<file path="src/rtl/inst_loader_ctrl.sv">
// inst_loader_ctrl
//   Boot-time loader: receives a program image as a UART byte stream,
//   assembles little-endian 32-bit words and writes them to consecutive
//   instruction BRAM addresses starting at 0, then raises a sticky done.
//
//   Image format: 4-byte little-endian length N (in words), N payload words,
//   and, when LOADER_CHECKSUM_EN is defined, a 4-byte little-endian trailer
//   equal to the mod-2^32 sum of the payload words.
//
//   Optional feature macro: LOADER_CHECKSUM_EN (checksum trailer + CSUM state).
//
// Ports
//   clk          single clock
//   rstn         synchronous active-low reset
//   start        one-cycle pulse, begins a load (honoured in IDLE/DONE only)
//   rx_valid     one-cycle strobe, rx_data holds a byte
//   rx_data      received byte
//   bram_addr    registered BRAM word address
//   bram_din     registered BRAM write data
//   bram_we      registered one-cycle write pulse per word
//   busy         high in HDR, DATA, CSUM
//   done         sticky load complete
//   err          sticky error (oversize length / checksum mismatch)
//   words_loaded words written in the current or last load
module inst_loader_ctrl #(
  parameter int unsigned ADDR_W = 14
) (
  input  logic              clk,
  input  logic              rstn,
  input  logic              start,
  input  logic              rx_valid,
  input  logic [7:0]        rx_data,
  output logic [ADDR_W-1:0] bram_addr,
  output logic [31:0]       bram_din,
  output logic              bram_we,
  output logic              busy,
  output logic              done,
  output logic              err,
  output logic [ADDR_W:0]   words_loaded
);

  typedef enum logic [2:0] {
    S_IDLE,
    S_HDR,
    S_DATA,
`ifdef LOADER_CHECKSUM_EN
    S_CSUM,
`endif
    S_DONE
  } state_t;

  // Largest legal length: the BRAM capacity in words.
  localparam logic [32:0]     CAP   = 33'(1) << ADDR_W;
  localparam logic [ADDR_W:0] W_ONE = (ADDR_W+1)'(1);

  state_t              state_q, state_d;
  logic [1:0]          lane_q, lane_d;
  logic [23:0]         shift_q, shift_d;   // the three previous bytes of the word
  logic [ADDR_W:0]     len_q, len_d;
  logic [ADDR_W-1:0]   addr_d;
  logic [31:0]         din_d;
  logic                we_d, done_d, err_d;
  logic [ADDR_W:0]     words_d;
  logic [31:0]         byte_word;
  logic                last_byte;
`ifdef LOADER_CHECKSUM_EN
  logic [31:0]         csum_q, csum_d;
`endif

  always_ff @(posedge clk) begin
    if (!rstn) begin
      state_q      <= S_IDLE;
      lane_q       <= '0;
      shift_q      <= '0;
      len_q        <= '0;
      bram_addr    <= '0;
      bram_din     <= '0;
      bram_we      <= 1'b0;
      done         <= 1'b0;
      err          <= 1'b0;
      words_loaded <= '0;
`ifdef LOADER_CHECKSUM_EN
      csum_q       <= '0;
`endif
    end else begin
      state_q      <= state_d;
      lane_q       <= lane_d;
      shift_q      <= shift_d;
      len_q        <= len_d;
      bram_addr    <= addr_d;
      bram_din     <= din_d;
      bram_we      <= we_d;
      done         <= done_d;
      err          <= err_d;
      words_loaded <= words_d;
`ifdef LOADER_CHECKSUM_EN
      csum_q       <= csum_d;
`endif
    end
  end

  always_comb begin
    state_d   = state_q;
    lane_d    = lane_q;
    shift_d   = shift_q;
    len_d     = len_q;
    addr_d    = bram_addr;
    din_d     = bram_din;
    we_d      = 1'b0;
    done_d    = done;
    err_d     = err;
    words_d   = words_loaded;
`ifdef LOADER_CHECKSUM_EN
    csum_d    = csum_q;
`endif
    // Little-endian: the newest byte lands in the top lane.
    byte_word = {rx_data, shift_q};
    last_byte = (lane_q == 2'd3);

    case (state_q)
      S_IDLE, S_DONE: begin
        // A byte arriving together with start is dropped.
        if (start) begin
          state_d = S_HDR;
          done_d  = 1'b0;
          err_d   = 1'b0;
          words_d = '0;
          lane_d  = '0;
`ifdef LOADER_CHECKSUM_EN
          csum_d  = '0;
`endif
        end
      end

      S_HDR: begin
        if (rx_valid) begin
          shift_d = byte_word[31:8];
          lane_d  = lane_q + 2'd1;
          if (last_byte) begin
            if ({1'b0, byte_word} > CAP) begin
              err_d   = 1'b1;
              done_d  = 1'b1;
              state_d = S_DONE;
            end else if (byte_word == '0) begin
`ifdef LOADER_CHECKSUM_EN
              state_d = S_CSUM;
`else
              done_d  = 1'b1;
              state_d = S_DONE;
`endif
            end else begin
              len_d   = byte_word[ADDR_W:0];
              state_d = S_DATA;
            end
          end
        end
      end

      S_DATA: begin
        // Without the trailer, DATA lingers one cycle after the final write
        // so that done follows the last bram_we pulse; bytes here are dropped.
        if (words_loaded == len_q) begin
          done_d  = 1'b1;
          state_d = S_DONE;
        end else if (rx_valid) begin
          shift_d = byte_word[31:8];
          lane_d  = lane_q + 2'd1;
          if (last_byte) begin
            we_d    = 1'b1;
            addr_d  = words_loaded[ADDR_W-1:0];
            din_d   = byte_word;
            words_d = words_loaded + W_ONE;
`ifdef LOADER_CHECKSUM_EN
            csum_d  = csum_q + byte_word;
            if (words_loaded + W_ONE == len_q) state_d = S_CSUM;
`endif
          end
        end
      end

`ifdef LOADER_CHECKSUM_EN
      S_CSUM: begin
        if (rx_valid) begin
          shift_d = byte_word[31:8];
          lane_d  = lane_q + 2'd1;
          if (last_byte) begin
            err_d   = (byte_word != csum_q);
            done_d  = 1'b1;
            state_d = S_DONE;
          end
        end
      end
`endif

      default: state_d = S_IDLE;
    endcase
  end

  always_comb begin
    busy = (state_q == S_HDR) || (state_q == S_DATA)
`ifdef LOADER_CHECKSUM_EN
           || (state_q == S_CSUM)
`endif
           ;
  end

endmodule

</file>
<file path="config.mk">
export PLATFORM = sky130hd
export DESIGN_NAME = inst_loader_ctrl
export DESIGN_NICKNAME = d
export VERILOG_FILES = /design/src/rtl/inst_loader_ctrl.sv
export SDC_FILE = /design/constraint.sdc
export NUM_CORES = 1
export LEC_CHECK = 0
export CAP_MARGIN = 15
export CORE_MARGIN = 1.5
export CORE_UTILIZATION = 45
export CTS_CLUSTER_DIAMETER = 30
export DETAILED_ROUTE_END_ITERATION = 7
export HOLD_SLACK_MARGIN = 0.15
export PLACE_DENSITY = 0.82
export SYNTH_ARGS = -nofsm -noshare
export SYNTH_HDL_FRONTEND = slang
export SYNTH_SLANG_ARGS = --single-unit
</file>
<file path="constraint.sdc">
create_clock -name clk -period 2 [get_ports clk]
set_input_delay 0.3 -clock clk [delete_from_list [all_inputs] [get_ports clk]]
set_output_delay 0.3 -clock clk [all_outputs]
set_load 0.1 [all_outputs]
</file>
==> results.json, run 1 <==
{
  "final_area_mm2": 0.00615,
  "gp_congestion": 0.931,
  "timing.final.max_slew_violations": 0,
  "synth_cell_type_count": 40,
  "crit_path_end_kind": "flip-flop",
  "ys_ff_latch": 107,
  "tightest_slew_ns": 0.578,
  "outcome": "finished with violations",
  "cts_tree": "done",
  "fmax_mhz": 466,
  "die_h_um": 102,
  "ys.flop_type": "dfxtp_1",
  "min_to": "bram_addr[2]",
  "syn-num-nets": 513,
  "layout.cells.non_filler": 761,
  "cp-start-kind": "input pin",
  "postRouteAntennaNets": 0,
  "hp-start": "bram_addr[2]",
  "die-area_mm2": 0.0103,
  "firstDrtPassIters": 5,
  "syn_area_per_cell_um2": 8.81,
  "rsz0062_at_grt": "yes",
  "drt_iter0_drc": 423,
  "drt-total-wl_mm": 13.9,
  "grt_pass1_wl_mm": 18.4,
  "routedWlPerCell_um": 18.3,
  "clk_pin_slew_ns": 0.10,
  "violations": "setup timing",
  "dp_hpwl_mm": 7.86,
  "r2r_end": "len_q[6]",
  "nets": 643,
  "required_ns": 2.24,
  "h-tree-depth": 3,
  "peakVddDrop_mv": 1.17,
  "cp_max_fo": 15,
  "clk_path_buf_depth": 2,
  "cp_data_arrival_time_ns": 2.39,
  "yosysWarnings": 0,
  "ys_top_cells_by_area": "dfxtp_1 (49%), mux2i_1 (9.8%), nand2_1 (9.2%)",
  "viasPerCell": 5.58,
  "cts_root_buffer": "clkbuf_8",
  "grt_pass1_vias": 3738,
  "clock-sinks": 107,
  "fin_crit_sh_pct": 107,
  "io_pins": 77,
  "placed_area_mm2": 0.00554,
  "worst-path-stages": 7,
  "critPathMaxStageDelay_ns": 0.44,
  "drive_gt1_share_pct": 34.3,
  "cp_top_family": "simple AND/OR/NAND/NOR gates",
  "yosysTopAreaCell": "dfxtp_1",
  "initial_core_util_pct": 46.9,
  "synth-async-reset-ratio_pct": 0,
  "numCtsBuffers": 9,
  "min_period_ns": 2.15,
  "ys_seq_area_share_pct": 48.9,
  "slowest_stage": "clkdlybuf4s50_1",
  "syn_to_final_growth_pct": 40.6,
  "grtUsageTotal_pct": 22.8,
  "via_count": 4250,
  "cp.buffers_inverters": 2,
  "slew-limit-headroom_pct": 61.4,
  "finalClockSkew_ns": 0.0230,
  "hold_viol_final": 0,
  "synth_edf_count": 0,
  "grt_antenna_before_repair": 0,
  "overflow": 0,
  "final.setup.worst_slack_ns": -0.147,
  "placed_cells": 729,
  "core_mm2": 0.00933,
  "final_core_util_pct": 66.0,
  "leakagePower_uw": 0.00238,
  "min_path_type": "flip-flop to flip-flop",
  "drc": 0,
  "setup_viol": 9,
  "ctsHoldBuffers": 0,
  "whs_path_depth": 2,
  "io_buffer_count": 76,
  "reg2reg_depth": 7,
  "netlist_instances": 497,
  "grt_max_degree": 92,
  "diodes": 0,
  "syn_area_mm2": 0.00438,
  "rrSetupSlack_ns": -0.13,
  "nFillCells": 661,
  "synth_top_area_share_pct": 48.9,
  "path_class": "input pin to flip-flop",
  "preCtsSetupSlack_ns": -0.256,
  "die_w_um": 102,
  "power_density_mw_per_mm2": 870,
  "cap_violations": 0,
  "row_count": 35,
  "r2r-start": "shift_q[0]",
  "synth_common_cells": "dfxtp_1 (107), nand2_1 (107), nor2_1 (58)",
  "crit_chain": "clkdlybuf4s50_1 > nor4_1 > nand4_1 > nor3_2 > buf_12 > mux2i_1 > nor2_1",
  "clk_latency_ns": 0.39
}
## how the worst max path moves through the flow
stage                                start  slack (ns)                to
after floorplan            words_loaded[0]       -0.07  words_loaded[11]
after global placement          rx_data[4]       -0.18          len_q[4]
after detailed placement          rx_valid       -0.26       shift_q[20]
after CTS                 words_loaded[12]       -0.03      bram_din[12]
after global routing            rx_data[4]       -0.24          len_q[6]
final                           rx_data[5]       -0.15          len_q[6]
## final cells by class
type                    count  area (µm²)  share of cell area, %
clock buffers               9         124                   2.01
repair buffers            146        1290                   20.9
flip-flops and latches    107        2210                   35.9
clock inverters             7        86.3                   1.40
well taps                 129         161                   2.62
multi-input cells         356        2250                   36.6
inverters                   7        30.0                  0.488
## state kept, by name, summed over array words and instances, names as in the netlist
name and count:
bram_din 32, shift_q 24, len_q 15, words_loaded 15, bram_addr 14, lane_q 2, state_q 2, bram_we 1
done 1, err 1
## power breakdown
part / switching [µW] / internal [µW] / leakage [µW] / total [µW]
sequential: 100 / 2200 / 0.000880 / 2300
combinational: 925 / 697 / 0.00139 / 1620
clock: 829 / 604 / 0.000106 / 1430
## cells by family (layout without fill, tap and decap cells)
kind of cell | count (synthesis) | in the layout | synth area share (%)
xor gates and xnor gates | 21 | 21 | 4.20
and+or+nand+nor | 203 | 203 | 20.0
adders and majority gates | 4 | 4 | 1.14
AOI/OAI and AO/OA | 83 | 84 | 11.2
DFF | 107 | 107 | 48.9
muxes | 44 | 44 | 10.1
buffers and inverters | 35 | 169 | 4.37
## metrics by stage
stage	total power [µW]	TNS [ns]	hold slack, ns
after floorplan	3260	-0.401	0.417
after global placement	3610	-7.15	0.443
after detailed placement	3640	-11.72	0.449
after CTS	5060	-0.0260	0.463
after global routing	5530	-3.26	0.480
final	5350	-0.277	0.463
## cell usage in the layout (no fill, tap or decap), types with 5 or more instances in the layout
cell             Yosys  final
mux2i_1             43     41
and3_1               5      5
dfxtp_1            107     82
xnor2_2              0      8
nand2_1            107    107
a211oi_1             7      7
dfxtp_2              0     10
xnor2_1             21     13
buf_12               0      6
nand3_1              5      5
nor4_1               8      5
clkdlybuf4s50_1      0     11
buf_6                6      5
clkbuf_8             0      9
a21oi_1             55     44
a21oi_2              1      9
dfxtp_4              0     15
nand4_1              7      7
nor2_1              58     57
buf_4                3    120
## tightest hold or removal path, stage by stage, from the launching register on
cell     delay [ns]
dfxtp_1        0.32
nand2_1        0.05
a21oi_1        0.05
## layer usage
metal | up-vias | routed length [µm] | track usage [%]
met2 | 222 | 6770 | 36.9
met5 | - | 0 | 0
met4 | 0 | 480 | 8.33
li1 | 1943 | - | -
met3 | 46 | 1080 | 3.04
met1 | 2039 | 5620 | 31.3
## repair_timing
item                       CTS  global route
setup endpoints to repair   79            88
cloned                       1             5
setup buffers                5             5
hold endpoints to repair     0             0
pin swaps                    5            17
resized for setup            6            37
Power figures use the tool's default switching activity.
==> inputs of run 2 (changes only) <==
--- a/config.mk
+++ b/config.mk
@@ -6,12 +6,13 @@
 export NUM_CORES = 1
 export LEC_CHECK = 0
 export CAP_MARGIN = 15
+export CORE_ASPECT_RATIO = 0.6
 export CORE_MARGIN = 1.5
 export CORE_UTILIZATION = 45
 export CTS_CLUSTER_DIAMETER = 30
 export DETAILED_ROUTE_END_ITERATION = 7
 export HOLD_SLACK_MARGIN = 0.15
-export PLACE_DENSITY = 0.82
+export PLACE_DENSITY = 0.79
 export SYNTH_ARGS = -nofsm -noshare
 export SYNTH_HDL_FRONTEND = slang
 export SYNTH_SLANG_ARGS = --single-unit
==> constraint.sdc (replaced) <==
create_clock -name clk -period 2.35 [get_ports clk]
set_input_delay 0.3525 -clock clk [delete_from_list [all_inputs] [get_ports clk]]
set_output_delay 0.3525 -clock clk [all_outputs]
set_load 0.1 [all_outputs]
==> run 2 against run 1 <==
  * The run now ends clean
  * Via count down 8.0%
  * Setup slack better by 0.31 ns
  * Non-clock buffer count shrank 35
  * Flip-flop and latch count stayed put
  * Worst hold slack worse by 0.0096 ns
  * Sequential power decreased by 14%
  * Clock power is 8% higher
  * Die area increased by 0.19%
  * Count of clock-buffer cells in the layout up 2
  * Clock skew is 0.017 ns lower
  * Register-to-register slack gained 0.29 ns
  * Largest cell class is now flip-flops and latches
  * Largest power group unchanged
  * Highest routed layer unchanged
==> results.json, run 2 (synthesized netlist as in run 1, its figures left out) <==
{
  "fin_crit_sh_pct": 93.0,
  "grtUsageTotal_pct": 22.6,
  "nFillCells": 775,
  "r2r_end": "words_loaded[12]",
  "layout.cells.non_filler": 727,
  "hold_viol_final": 0,
  "fmax_mhz": 458,
  "initial_core_util_pct": 46.9,
  "multi_input_area_mm2": 0.00208,
  "via_count": 3909,
  "crit_path_end_kind": "flip-flop",
  "row_count": 27,
  "placed_cells": 709,
  "io_buffer_count": 76,
  "preCtsSetupSlack_ns": -0.206,
  "fin_tns_setup_ns": 0,
  "timing.final.max_slew_violations": 0,
  "viasPerCell": 5.38,
  "setup_viol": 0,
  "slowest_stage": "or3b_1",
  "largest_reg_flops": 32,
  "grt_pass1_vias": 3549,
  "finalClockSkew_ns": 0.00596,
  "rsz0062_at_grt": "no",
  "power_density_mw_per_mm2": 814,
  "reg2reg_depth": 9,
  "drc": 0,
  "grt_pass1_wl_mm": 18.0,
  "hp-start": "bram_din[21]",
  "routedWlPerCell_um": 16.3,
  "gp_congestion": 0.909,
  "dp_hpwl_mm": 8.24,
  "clk_path_buf_depth": 2,
  "use_met1_pct": 32.9,
  "register_area_mm2": 0.00216,
  "cp_top_family": "compound AO/OA/AOI/OAI gates",
  "mostFrequentLayoutCell": "nand2_1",
  "rrSetupSlack_ns": 0.16,
  "clk_latency_ns": 0.35,
  "core_mm2": 0.00932,
  "cp_max_fo": 15,
  "power_uw": 4600,
  "slew-limit-headroom_pct": 58.0,
  "r2r-start": "state_q[0]",
  "peakVddDrop_mv": 0.755,
  "cap_violations": 0,
  "h-tree-depth": 3,
  "numCtsBuffers": 9,
  "cp_data_arrival_time_ns": 2.43,
  "leakagePower_uw": 0.00218,
  "p_clk_share_pct": 33.5,
  "die-area_mm2": 0.0103,
  "layout_common_cells": "nand2_1 (107), buf_4 (95), dfxtp_1 (92), nor2_1 (58), a21oi_1 (54)",
  "drive_gt1_share_pct": 24.0,
  "min_path_type": "flip-flop to flip-flop",
  "clk_pin_slew_ns": 0.07,
  "drt_iter0_drc": 319,
  "ctsHoldBuffers": 0,
  "clock-sinks": 107,
  "required_ns": 2.59,
  "cts_tree": "done",
  "cp-start-kind": "flip-flop",
  "combPwrFrac_pct": 23.7,
  "p_int_uw": 3150,
  "die_h_um": 79.4,
  "min_period_ns": 2.19,
  "postRouteAntennaNets": 0,
  "min_to": "bram_din[21]",
  "grt_use_met2_pct": 33.3,
  "critPathMaxStageDelay_ns": 0.40,
  "outcome": "completed",
  "die_w_um": 130,
  "grt_max_degree": 92,
  "nets": 608,
  "largestRegisters": "bram_din (32), shift_q (24)",
  "postCtsSetupBuffers": 0,
  "tightest_slew_ns": 0.629,
  "largest-register": "bram_din",
  "drt-total-wl_mm": 11.8,
  "final_core_util_pct": 60.6,
  "final.setup.worst_slack_ns": 0.164,
  "diodes": 0,
  "p_seq_share_pct": 42.8,
  "switching_power_uw": 1450,
  "path_class": "flip-flop to flip-flop",
  "crit_chain": "inv_1 > ha_2 > buf_4 > nor2_1 > a211o_1 > or3b_1 > a21oi_2 > a21oi_1 > a31o_2",
  "grt_antenna_before_repair": 0,
  "met3_usage_pct": 5.50,
  "cp.buffers_inverters": 2,
  "firstDrtPassIters": 5,
  "syn_to_final_growth_pct": 29.1,
  "switching_share_pct": 31.6,
  "overflow": 0,
  "gr-max-usage-layer": "met2",
  "cts_root_buffer": "clkbuf_16",
  "io_pins": 77,
  "whs_path_depth": 2
}
==> run 2: cell types whose count changed in the layout (fill, tap and decap cells not counted), sizes merged <==
cell    delta
buf       -31
clkbuf     -2
clkinv     -2
==> run 2: power groups by stage <==
stage	clock network (µW)	logic [µW]	registers, µW
finish	1540	1090	1970
global route	1630	1160	1980
detailed placement	0	1030	2010
floorplan	0	670	2050
CTS	1560	1040	1970
global placement	0	1000	2000
==> run 2: final cells by class <==
class / instances / share of cell area, %
flip-flops and latches: 107 / 38.2
multi-input cells: 356 / 36.8
repair buffers: 111 / 16.2
clock buffers: 11 / 4.29
well taps: 130 / 2.88
clock inverters: 5 / 1.08
inverters: 7 / 0.465
==> run 2: per-layer routing <==
layer	vias up	wire, µm
li1	1879	-
met1	1868	5720
met2	148	5040
met3	14	949
met4	0	136
met5	-	0
==> run 2: stage by stage <==
step                      hold slack [ns]  cell area, µm²
after floorplan                     0.444            4400
after global placement              0.446            5310
after detailed placement            0.447            5310
after CTS                           0.456            5620
after global routing                0.473            5650
final                               0.454            5650
==> run 2: worst max-delay path by stage <==
stage                     from          endpoint  slack (ns)  cells past startpoint
floorplan           state_q[0]       shift_q[10]       0.002                      9
global placement      rx_valid      bram_addr[2]       -0.14                      6
detailed placement    rx_valid      bram_addr[6]       -0.21                      6
CTS                 state_q[0]       shift_q[21]        0.05                      7
global route        state_q[0]  words_loaded[12]        0.04                      9
finish              state_q[0]  words_loaded[12]        0.16                      9
==> run 2: what timing repair did <==
| action | in CTS | in global routing |
|---|---|---|
| endpoints found under the setup margin | 0 | 26 |
| gates resized for setup | 0 | 3 |
| hold endpoints to repair | 0 | 0 |
==> run 2: worst reg2reg max path: cells and delay by family, from the launching register on <==
kind                     cells  cell delay (ns)
AND/OR/NAND/NOR              2             0.49
buffers and inverters        2             0.33
AO/OA/AOI/OAI                4             0.75
flip-flops                   1             0.34
adder cells (fa/ha/maj)      1             0.18
==> inputs of run 3 (changes only) <==
--- a/config.mk
+++ b/config.mk
@@ -10,6 +10,7 @@
 export CORE_MARGIN = 1.5
 export CORE_UTILIZATION = 45
 export CTS_CLUSTER_DIAMETER = 30
+export CTS_CLUSTER_SIZE = 16
 export DETAILED_ROUTE_END_ITERATION = 7
 export HOLD_SLACK_MARGIN = 0.15
 export PLACE_DENSITY = 0.79
==> results of run 3 <==
Final layout, timing and power as in run 2 (identical DEF).
